$ cat src/rtl/pwl_activation_pipe.sv
// Pipelined fixed-point activation unit: tanh (piecewise-linear over an
// elaboration-time node table), sigmoid via tanh(x/2), identity and ReLU.
// DIM lanes per beat, one shared valid/ready stream, fixed latency of 3.

// One lane of the datapath; valid/ready bookkeeping lives in the top.
module pwl_lane #(
   parameter int WIDTH     = 16,
   parameter int FRAC      = 8,
   parameter int SEG_BITS  = 5,
   parameter int XMAX_LOG2 = 2
) (
   input  logic             clk,
   input  logic             rst,
   input  logic             adv,
   input  logic [1:0]       mode,
   input  logic [WIDTH-1:0] x,
   output logic [WIDTH-1:0] y
);
   localparam int OFF   = FRAC + XMAX_LOG2 - SEG_BITS;
   localparam int AW    = FRAC + XMAX_LOG2;
   localparam int NODES = 2**SEG_BITS + 1;
   localparam int PW    = WIDTH + OFF + 2;
   localparam int TW    = WIDTH + 2;
   localparam logic [WIDTH-1:0] MINV = {1'b1, {(WIDTH-1){1'b0}}};

   typedef logic [NODES-1:0][WIDTH-1:0] tbl_t;

   // Nodes at k*2^OFF LSBs, rounded half away from zero (all are >= 0);
   // the last node is pinned to 1.0 so the saturated region joins cleanly.
   function automatic tbl_t build_tbl();
      tbl_t tb;
      real  xv, e2, th;
      tb = '0;
      for (int k = 0; k < NODES; k++) begin
         xv = real'(k) * real'(2**OFF) / real'(2**FRAC);
         e2 = $exp(2.0 * xv);
         th = (e2 - 1.0) / (e2 + 1.0) * real'(2**FRAC);
         tb[k] = WIDTH'($rtoi(th + 0.5));
      end
      tb[NODES-1] = WIDTH'(2**FRAC);
      return tb;
   endfunction

   localparam tbl_t TBL = build_tbl();

   logic [1:0]              s0_mode, s1_mode, s2_mode;
   logic signed [WIDTH-1:0] s0_x, s1_x, s2_x;
   logic signed [WIDTH-1:0] xp;
   logic [WIDTH-1:0]        am;
   logic [SEG_BITS-1:0]     s1_k;
   logic [OFF-1:0]          s1_off, s2_off;
   logic                    s1_sign, s1_sat, s2_sign, s2_sat;
   logic [SEG_BITS:0]       k0, k1;
   logic signed [WIDTH-1:0] s2_node, s2_d;
   logic signed [PW-1:0]    prod;
   logic signed [TW-1:0]    tm, ts, sg, res;

   // Input capture on the accept edge
   always_ff @(posedge clk) begin
      if (adv) begin
         s0_mode <= mode;
         s0_x    <= x;
      end
   end

   // Sigmoid argument pre-scale and magnitude; the most negative value
   // has no positive twin, so it clamps (it saturates the table anyway)
   always_comb begin
      xp = (s0_mode == 2'b01) ? (s0_x >>> 1) : s0_x;
      if (xp == MINV)          am = ~MINV;
      else if (xp[WIDTH-1])    am = WIDTH'(-xp);
      else                     am = xp;
   end

   // Stage 1: segment index, in-segment offset, sign and saturation
   always_ff @(posedge clk) begin
      if (adv) begin
         s1_k    <= am[AW-1:OFF];
         s1_off  <= am[OFF-1:0];
         s1_sign <= xp[WIDTH-1];
         s1_sat  <= |am[WIDTH-1:AW];
         s1_mode <= s0_mode;
         s1_x    <= s0_x;
      end
   end

   // Table addresses for the segment's two end nodes
   always_comb begin
      k0 = {1'b0, s1_k};
      k1 = k0 + (SEG_BITS+1)'(1);
   end

   // Stage 2: node value and segment slope
   always_ff @(posedge clk) begin
      if (adv) begin
         s2_node <= $signed(TBL[k0]);
         s2_d    <= $signed(TBL[k1]) - $signed(TBL[k0]);
         s2_off  <= s1_off;
         s2_sign <= s1_sign;
         s2_sat  <= s1_sat;
         s2_mode <= s1_mode;
         s2_x    <= s1_x;
      end
   end

   // Interpolate, restore sign, then pick the per-beat activation
   always_comb begin
      prod = PW'(s2_d) * PW'($signed({1'b0, s2_off})) + PW'(2**(OFF-1));
      tm   = s2_sat ? TW'(2**FRAC) : TW'(s2_node) + TW'(prod >>> OFF);
      ts   = s2_sign ? -tm : tm;
      sg   = (TW'(2**FRAC) + ts + TW'(1)) >>> 1;
      case (s2_mode)
         2'b00:   res = ts;
         2'b01:   res = sg;
         2'b10:   res = TW'(s2_x);
         default: res = s2_x[WIDTH-1] ? '0 : TW'(s2_x);
      endcase
   end

   // Stage 3: output register, held while the consumer stalls
   always_ff @(posedge clk) begin
      if (rst)      y <= '0;
      else if (adv) y <= WIDTH'(res);
   end
endmodule

module pwl_activation_pipe #(
   parameter int DIM       = 1,
   parameter int WIDTH     = 16,
   parameter int FRAC      = 8,
   parameter int SEG_BITS  = 5,
   parameter int XMAX_LOG2 = 2
) (
   input  logic                 clk,
   input  logic                 rst,
   input  logic                 in_valid,
   output logic                 in_ready,
   input  logic [1:0]           in_mode,
   input  logic [DIM*WIDTH-1:0] in_vec,
   output logic                 out_valid,
   input  logic                 out_ready,
   output logic [DIM*WIDTH-1:0] out_vec
);
   localparam int STAGES = 3;

   logic                       adv;
   logic [STAGES:0]            vld_pipe;
   logic [DIM-1:0][WIDTH-1:0]  lane_x, lane_y;

   // Whole pipe moves in lockstep; bubbles advance too
   assign adv       = out_ready | ~out_valid;
   assign in_ready  = adv;
   assign out_valid = vld_pipe[STAGES];
   assign lane_x    = in_vec;
   assign out_vec   = lane_y;

   // Valid shift register tracking the beats in flight
   always_ff @(posedge clk) begin
      if (rst)      vld_pipe <= '0;
      else if (adv) vld_pipe <= {vld_pipe[STAGES-1:0], in_valid};
   end

   for (genvar i = 0; i < DIM; i++) begin : g_lane
      pwl_lane #(
         .WIDTH     (WIDTH),
         .FRAC      (FRAC),
         .SEG_BITS  (SEG_BITS),
         .XMAX_LOG2 (XMAX_LOG2)
      ) u_lane (
         .clk  (clk),
         .rst  (rst),
         .adv  (adv),
         .mode (in_mode),
         .x    (lane_x[i]),
         .y    (lane_y[i])
      );
   end
endmodule

$ cat config.mk
export PLATFORM = sky130hd
export DESIGN_NAME = pwl_activation_pipe
export DESIGN_NICKNAME = d
export VERILOG_FILES = /design/src/rtl/pwl_activation_pipe.sv
export SDC_FILE = /design/constraint.sdc
export NUM_CORES = 1
export LEC_CHECK = 0
export ABC_AREA = 1
export CAP_MARGIN = 5
export CORE_UTILIZATION = 60
export CTS_CLUSTER_SIZE = 28
export DETAILED_ROUTE_END_ITERATION = 12
export PLACE_DENSITY = 0.79
export SETUP_SLACK_MARGIN = 0.2
export SYNTH_ARGS = -nofsm -noshare
export SYNTH_HDL_FRONTEND = slang
export SYNTH_SLANG_ARGS = --single-unit
export TNS_END_PERCENT = 5
$ cat constraint.sdc
create_clock -name clk -period 13.3 [get_ports clk]
set_clock_uncertainty 0.15 [all_clocks]
set_input_delay 1.33 -clock clk [delete_from_list [all_inputs] [get_ports clk]]
set_output_delay 1.33 -clock clk [all_outputs]
set_load 0.01 [all_outputs]
==> results of run 1 <==
[critical path, delay by kind of cell, from the launching register on]
kind                     cells  cell delay (ns)
buffers and inverters        4             0.23
flip-flops                   1             0.61
adder cells (fa/ha/maj)      9             3.41
AND/OR/NAND/NOR             20             2.16
AO/OA/AOI/OAI                2             0.22
[cells by family after synthesis]
kind of cell / count (synthesis)
adders and majority gates: 142
buffers and inverters: 291
xor gates and xnor gates: 25
and+or+nand+nor: 587
DFF: 125
muxes: 3
AOI/OAI and AO/OA: 171
[final timing paths]
| kind | startpoint | end | slack, ns |
|---|---|---|---|
| hold / removal | g_lane[0].u_lane.s1_mode[1] | g_lane[0].u_lane.s2_mode[1] | 0.27 |
| setup / recovery | g_lane[0].u_lane.s2_off[3] | g_lane[0].u_lane.y[15] | 6.44 |
| setup reg to reg | g_lane[0].u_lane.s2_off[3] | g_lane[0].u_lane.y[15] | 6.44 |
| hold reg to reg | g_lane[0].u_lane.s1_mode[1] | g_lane[0].u_lane.s2_mode[1] | 0.27 |
[stage by stage]
| stage | instances | instance area, µm² | hold WS, ns | setup WS, ns | utilization, % |
|---|---|---|---|---|---|
| global route | 1620 | 11940 | 0.2814 | 5.895 | 68.53 |
| detailed placement | 1587 | 11330 | 0.2545 | 6.444 | 65.06 |
| floorplan | 1344 | 10740 | 0.2503 | 6.791 | - |
| global placement | 1587 | 11330 | 0.2509 | 6.551 | 65.06 |
| CTS | 1619 | 11930 | 0.2673 | 6.444 | 68.51 |
| finish | 1620 | 11940 | 0.2678 | 6.437 | 68.53 |
[final cells by class]
cell class | instances | area share [%]
well taps | 225 | 2.359
clock buffers | 17 | 3.564
clock inverters | 15 | 1.457
multi-input cells | 928 | 51.67
flip-flops and latches | 125 | 29.01
repair buffers | 43 | 3.501
inverters | 267 | 8.438
[state kept, by name, summed over array words and instances (netlist names), named ones only]
signal and cells:
g_lane.u_lane.s1_x 15, g_lane.u_lane.s1_k 5, g_lane.u_lane.s1_off 5, g_lane.u_lane.s2_node 9, g_lane.u_lane.s2_sat 1, g_lane.u_lane.s2_sign 1, vld_pipe 4, g_lane.u_lane.s2_off 5
g_lane.u_lane.y 16, g_lane.u_lane.s1_sat 1, g_lane.u_lane.s2_x 15, g_lane.u_lane.s0_mode 2, g_lane.u_lane.s2_mode 2, g_lane.u_lane.s1_mode 2, g_lane.u_lane.s1_sign 1, g_lane.u_lane.s2_d 16
g_lane.u_lane.s0_x 16
[synthesized netlist by cell type (19+ instances only)]
master	count
nand2_1	330
inv_1	242
edfxtp_1	96
ha_1	90
nor2_1	82
nand3_1	79
fa_1	52
o21ai_0	51
a21oi_1	48
dfxtp_1	29
nand2_2	24
nand3_2	20
inv_2	19
[metal layers]
layer / up-vias / part of all wire (%)
met3: 29 / 5.4
met4: 0 / 1.3
li1: 4417 / -
met2: 202 / 47
met5: - / 0
met1: 4014 / 46
==> flow_summary.yaml, run 1 <==
clocking:
  cts_hold_buf: 0
  htreeDepth: 4
  clk_latency_ns: 0.42
  tritoncts: "done"
  post_cts.repair.setup_buffers: 0
  worst_setup_hold_path_clk_slew_ns: 0.06
  cts_root_buffer: "clkbuf_16"
  cts.sinks: 125
  clockBufferDepth: 2
  cts_resized: 0
  cts_buffers: 17
yosys:
  ys_seq_elements: 125
  async_flop_share_pct: 0
  synth_xor_area_share_pct: 2.109
  syn-num-nets: 1508
  synthesis.area_mm2: 0.01074
  synth_area_leaders: "edfxtp_1 27%, nand2_1 12%, ha_1 10%"
  synthMuxAreaShare_pct: 0.3145
  ys_seq_area_share_pct: 32.25
  synth_top_family_by_area: "simple AND/OR/NAND/NOR gates"
  synth_cell_types: 61
  synth_compound_area_share_pct: 9.716
  yosysWarnings: 0
  syn_inst: 1344
  syn_area_per_cell_um2: 7.991
  synth-main-ff-cell: "edfxtp_1"
  synth.largest_area_cell: "edfxtp_1"
  synth_edf_count: 96
  yosys.area.top_type_share_pct: 26.84
  synthSimpleGateAreaFrac_pct: 25.10
  synthAdderAreaFrac_pct: 20.18
worst_setup_path:
  crit_type: "flop to flop"
  critPathLaunchType: "flop"
  cp_slowest_stage_delay_ns: 0.61
  cpMostUsedCell: "nand2_1"
  reg2regPathDepth: 35
  cp.arrival_ns: 7.07
  worstSetupEndpointType: "flop"
  cp.required_ns: 13.50
  cp_slowest_cell: "edfxtp_1"
  critPathMaxFanout: 16
floorplanning:
  io_pins: 40
  die_x_um: 135.8
  fp.dieH_um: 135.8
  fp.dieArea_mm2: 0.01844
  core.rowCount: 48
  floorplan.initialDensity_pct: 61.67
  core_area_mm2: 0.01742
timing:
  fmax_mhz: 145.7
  finalHoldViolations: 0
  maxSlewViolCount: 0
  relSlewSlack_pct: 34.14
  rsz0062_at_grt: "no"
  fin_tns_setup_ns: 0
  min_period_over_period_pct: 51.60
  tightest_slew_ns: 0.9843
  finalSetupViolations: 0
  fin_crit_ns: 6.863
layout:
  mostFrequentLayoutCell: "nand2_1"
  regArea_mm2: 0.003463
  drive_above_1_share_pct: 10.04
  insertedDiodeCount: 0
  num-fill-cells: 1406
  multi_input_area_mm2: 0.006167
  area_delta_synth_final_pct: 11.14
  final_cell_mix: "330 x nand2_1, 242 x inv_1, 96 x edfxtp_1"
  nets: 1546
hold_path:
  holdPathStages: 0
  min_path_type: "flop to flop"
place:
  port_buffers: 39
  dp_hpwl_um: 17150
  gp_congestion: 0.9273
detailed_routing:
  drt_iter0_markers: 626
  drtPass1Iterations: 5
  ant_nets: 0
  wl_um: 22020
  routedWlPerCell_um: 13.60
  route.detailed.drc: 0
  vias_per_cell: 5.347
  vias: 8662
grt:
  grt_pass1_vias: 8209
  grt_util_met2_pct: 42.57
  grt_max_degree: 68
  grt_util_met3_pct: 4.751
  grt.overflow.total: 0
  grt_pass1_wl_um: 37480
  antenna_found_initial: 0
  grt_use_met1_pct: 34.91
  grt_use_total_pct: 25.78
  busiest_layer: "met2"
run_status:
  status: "finished clean"
flow_run:
  cap_violations: 0
Power of run 1 is left out: the tool's default activity adds up to more than one toggle a clock period on the data nets, which glitch-free logic cannot reach.
==> inputs of run 2 (changes only) <==
--- a/config.mk
+++ b/config.mk
@@ -7,10 +7,10 @@
 export LEC_CHECK = 0
 export ABC_AREA = 1
 export CAP_MARGIN = 5
-export CORE_UTILIZATION = 60
+export CORE_UTILIZATION = 57
 export CTS_CLUSTER_SIZE = 28
 export DETAILED_ROUTE_END_ITERATION = 12
-export PLACE_DENSITY = 0.79
+export PLACE_DENSITY = 0.78
 export SETUP_SLACK_MARGIN = 0.2
 export SYNTH_ARGS = -nofsm -noshare
 export SYNTH_HDL_FRONTEND = slang
==> constraint.sdc (replaced) <==
create_clock -name clk -period 5.9 [get_ports clk]
set_clock_uncertainty 0.15 [all_clocks]
set_input_delay 0.59 -clock clk [delete_from_list [all_inputs] [get_ports clk]]
set_output_delay 0.59 -clock clk [all_outputs]
set_load 0.01 [all_outputs]
==> run 2 against run 1 <==
Effect of this change:
- the flow now finishes with violations (negative setup slack)
- via count grew 6.0%
- setup slack lost 6.8 ns
- non-clock buffer count grew 98
- clock-buffer cell count is the same
- routed wire length grew 8.1%
- fmax grew 8.9%
- die area grew 5.2%
- hold slack is essentially flat
==> flow_summary.yaml, run 2 (synthesis gave the netlist of run 1 again) <==
clocking:
  htreeDepth: 4
  cts.sinks: 125
  clockBufferDepth: 2
  cts_buffers: 17
  cts_hold_buf: 0
  clk_latency_ns: 0.43
  worst_setup_hold_path_clk_slew_ns: 0.06
  cts_root_buffer: "clkbuf_16"
  tritoncts: "done"
timing:
  relSlewSlack_pct: 33.75
  min_period_over_period_pct: 106.9
  setup_slack_ns: -0.4047
  fmax_mhz: 158.6
  maxSlewViolCount: 0
  finalSetupViolations: 10
  finalHoldViolations: 0
  tightest_slew_ns: 0.9901
  hold_ws_ns: 0.2677
  fin_crit_ns: 6.305
  rsz0062_at_grt: "yes"
floorplanning:
  fp.dieArea_mm2: 0.01940
  core.rowCount: 49
  die_x_um: 139.3
  io_pins: 40
  fp.dieH_um: 139.3
  floorplan.initialDensity_pct: 58.98
  core_area_mm2: 0.01821
worst_setup_path:
  cp_slowest_stage_delay_ns: 0.52
  crit_type: "flop to flop"
  cp.arrival_ns: 6.45
  r2r_slack_ns: -0.40
  cp_slowest_cell: "fa_2"
  reg2regPathDepth: 33
  rr_startpoint: "g_lane[0].u_lane.s2_off[1]"
  critPathLaunchType: "flop"
  rr_endpoint: "g_lane[0].u_lane.y[11]"
  cp.required_ns: 6.04
  worstSetupEndpointType: "flop"
  critPathMaxFanout: 3
layout:
  utilization_pct: 70.80
  nets: 1644
  mostFrequentLayoutCell: "nand2_1"
  largestRegisters: "g_lane.u_lane.s0_x: 16 flops, g_lane.u_lane.s2_d: 16 flops, g_lane.u_lane.y: 16 flops"
  final_cell_mix: "324 x nand2_1, 238 x inv_1, 102 x buf_4"
  area_delta_synth_final_pct: 20.03
  drive_above_1_share_pct: 18.55
  stdcell_count: 1722
  insertedDiodeCount: 0
place:
  port_buffers: 39
  pre_cts_ws_ns: -0.5771
  dp_hpwl_um: 18130
  gp_congestion: 0.8749
  dp_cells: 1682
grt:
  grt_pass1_wl_um: 40770
  grt_max_degree: 65
  grt.overflow.total: 0
  grt_use_total_pct: 26.13
  antenna_found_initial: 0
  grt_pass1_vias: 9064
hold_path:
  min_path_type: "flop to flop"
  min_to: "g_lane[0].u_lane.s2_mode[1]"
  holdPathStages: 0
  worstHoldStart: "g_lane[0].u_lane.s1_mode[1]"
detailed_routing:
  routedWlPerCell_um: 13.83
  route.detailed.drc: 0
  vias_per_cell: 5.334
  vias: 9186
  drtPass1Iterations: 5
  ant_nets: 0
  drt_iter0_markers: 570
  wl_um: 23810
run_status:
  violations: "negative setup slack"
  status: "finished with violations"
flow_run:
  cap_violations: 0
## run 2: changes by cell type in the layout (fill, tap and decap cells not counted), sizes merged
cell / previous run / this run
buf: 4 / 102
clkinv: 9 / 6
clkinvlp: 1 / 0
inv: 271 / 275
## run 2: worst max-delay path: cells and delay by family, from the launching register on
kind / cells / cell delay [ns]
buffers and inverters: 5 / 0.32
AOI/OAI and AO/OA: 3 / 0.43
and+or+nand+nor: 16 / 1.56
DFF: 1 / 0.44
adders and majority gates: 9 / 3.31
## run 2: layer usage
layer,track usage [%],share of wire (%),vias to the layer above
li1,-,-,4617
met1,31.39,42,4258
met2,46.68,50,267
met3,5.093,5.5,44
met4,8.889,2.1,0
met5,0,0,-
## run 2: stage by stage
stage | setup TNS (ns) | instance area (µm²)
floorplan | -1.789 | 10790
global placement | -2.322 | 12050
detailed placement | -4.016 | 12050
CTS | -2.342 | 12810
global route | -7.468 | 12890
finish | -2.825 | 12890
## run 2: area by class of cell
| class | instances | area [µm²] |
|---|---|---|
| tap | 229 | 286.5 |
| timing repair buffer | 141 | 1156 |
| clock buffer | 17 | 425.4 |
| clock inverter | 15 | 161.4 |
| multi-input combinational | 928 | 6391 |
| sequential | 125 | 3463 |
| fill | 1399 | 5318 |
| inverter | 267 | 1007 |
## run 2: worst max path at each step
stage,start,to,slack [ns],cells past startpoint
floorplan,g_lane[0].u_lane.s2_off[3],g_lane[0].u_lane.y[15],-0.35,37
global placement,g_lane[0].u_lane.s2_off[1],g_lane[0].u_lane.y[15],-0.38,34
detailed placement,g_lane[0].u_lane.s2_off[2],g_lane[0].u_lane.y[15],-0.58,35
CTS,g_lane[0].u_lane.s2_off[0],g_lane[0].u_lane.y[15],-0.38,35
global route,g_lane[0].u_lane.s2_off[1],g_lane[0].u_lane.y[14],-0.84,35
finish,g_lane[0].u_lane.s2_off[1],g_lane[0].u_lane.y[11],-0.40,33
## run 2: what timing repair did
action / in CTS / in global routing
setup buffers: 7 / 1
pin swaps: 20 / 12
endpoints found under the setup margin: 15 / 16
gates resized for setup: 17 / 18
Power of run 2 is left out for the same reason.
==> inputs of run 3 (changes only) <==
--- a/config.mk
+++ b/config.mk
@@ -8,9 +8,9 @@
 export ABC_AREA = 1
 export CAP_MARGIN = 5
 export CORE_UTILIZATION = 57
-export CTS_CLUSTER_SIZE = 28
 export DETAILED_ROUTE_END_ITERATION = 12
 export PLACE_DENSITY = 0.78
+export REMOVE_ABC_BUFFERS = 1
 export SETUP_SLACK_MARGIN = 0.2
 export SYNTH_ARGS = -nofsm -noshare
 export SYNTH_HDL_FRONTEND = slang
==> run 3 against run 2 <==
Effect of this change:
- the run still ends with negative setup slack left
- routed wire length increased by 7.5%
- via count up 2.4%
- sequential share of layout area decreased by 0.14 points
- final cell count grew 0.46%
==> flow_summary.yaml, run 3 (synthesis gave the netlist of run 1 again) <==
clocking:
  cts_buffers: 17
  cts.sinks: 125
  worst_setup_hold_path_clk_slew_ns: 0.07
  clk_latency_ns: 0.42
  cts_root_buffer: "clkbuf_16"
  htreeDepth: 4
  cts_hold_buf: 0
  clockBufferDepth: 2
  tritoncts: "done"
grt:
  grt_max_degree: 87
  grt.overflow.total: 0
  grt_use_met1_pct: 33.55
  grt_use_total_pct: 27.00
  grt_pass1_vias: 9137
  grt_pass1_wl_um: 42080
  grt_util_met3_pct: 4.301
  busiest_layer: "met2"
  grt_util_met2_pct: 47.45
  antenna_found_initial: 0
place:
  port_buffers: 39
  dp_hpwl_um: 18240
  dp_cells: 1680
  placed_area_mm2: 0.01201
  gp_congestion: 0.9006
timing:
  hold_ws_ns: 0.2641
  fin_tns_setup_ns: -5.593
  relSlewSlack_pct: 30.55
  maxSlewViolCount: 0
  finalSetupViolations: 13
  fmax_mhz: 151.5
  rsz0062_at_grt: "yes"
  setup_slack_ns: -0.6991
  fin_crit_ns: 6.599
  tightest_slew_ns: 1.042
  finalHoldViolations: 0
  min_period_over_period_pct: 111.8
layout:
  drive_above_1_share_pct: 19.59
  mostFrequentLayoutCell: "nand2_1"
  final_cell_mix: "317 x nand2_1, 234 x inv_1, 107 x buf_4"
  insertedDiodeCount: 0
  num-fill-cells: 1327
  largestRegisters: "g_lane.u_lane.s0_x: 16 flops, g_lane.u_lane.s2_d: 16 flops, g_lane.u_lane.y: 16 flops"
  fin_area_mm2: 0.01296
  stdcell_count: 1730
  nets: 1652
  area_delta_synth_final_pct: 20.67
worst_setup_path:
  crit_type: "flop to flop"
  cp.depth: 40
  cp_slowest_stage_delay_ns: 0.54
  critPathLaunchType: "flop"
  cpMostUsedCell: "nand2_1"
  cp_slowest_cell: "fa_1"
  path_buf_inv: 9
  worstSetupEndpointType: "flop"
  cp.arrival_ns: 6.74
  reg2regPathDepth: 40
  cp.required_ns: 6.04
  cp_top_family: "adder cells"
  critPathMaxFanout: 14
detailed_routing:
  route.detailed.drc: 0
  drtPass1Iterations: 5
  wl_um: 25590
  vias: 9410
  vias_per_cell: 5.439
  ant_nets: 0
  routedWlPerCell_um: 14.79
  drt_iter0_markers: 694
floorplanning:
  fp.dieArea_mm2: 0.01940
  die_x_um: 139.3
  fp.dieH_um: 139.3
  core_area_mm2: 0.01821
  floorplan.initialDensity_pct: 58.98
  core.rowCount: 49
  io_pins: 40
run_status:
  violations: "negative setup slack"
  status: "finished with violations"
hold_path:
  min_path_type: "flop to flop"
  holdPathStages: 0
flow_run:
  cap_violations: 0
## run 3: changes by cell type in the layout (fill, tap and decap cells not counted), sizes merged
cell / before / now
clkinvlp: 0 / 3
inv: 275 / 270
buf: 102 / 110
clkinv: 6 / 8
## run 3: per-stage QoR
step	util [%]	setup WS [ns]
after global placement	65.93	-0.4276
after detailed placement	65.93	-0.5880
after CTS	70.27	-0.5104
final	71.17	-0.6991
after global routing	71.17	-1.063
after floorplan	-	-0.5456
## run 3: final cells by class
cell class | instances | area (µm²) | area share, %
multi-input cells | 928 | 6397 | 49.36
flip-flops and latches | 125 | 3463 | 26.72
repair buffers | 149 | 1227 | 9.471
inverters | 267 | 1007 | 7.772
clock buffers | 17 | 425.4 | 3.282
clock inverters | 15 | 152.6 | 1.178
well taps | 229 | 286.5 | 2.211
## run 3: what timing repair did
item                                    in CTS  in global routing
buffers inserted                            13                  5
resized for setup                           37                 24
endpoints found under the setup margin      15                 16
pin swaps                                   44                 13
## run 3: path summary, 6_finish.rpt
path | from | slack, ns | endpoint
worst min-delay path | g_lane[0].u_lane.s1_x[8] | 0.26 | g_lane[0].u_lane.s2_x[8]
worst max register to register | g_lane[0].u_lane.s2_off[2] | -0.70 | g_lane[0].u_lane.y[14]
worst min register to register | g_lane[0].u_lane.s1_x[8] | 0.26 | g_lane[0].u_lane.s2_x[8]
worst max-delay path | g_lane[0].u_lane.s2_off[2] | -0.70 | g_lane[0].u_lane.y[14]
## run 3: worst reg2reg max path, delay by kind of cell, from the launching register on
kind            cells  cell delay [ns]
simple gates       22             2.02
compound gates      1             0.12
fa+ha+maj           6             2.43
flops               1             0.40
buf+inv             9             1.00
xor+xnor            2             0.38
## run 3: metal layers
metal	wire length, µm	up-vias
met4	764	0
met3	1556	82
met2	12750	337
met5	0	-
li1	-	4619
met1	10520	4372
Power of run 3 is left out for the same reason.
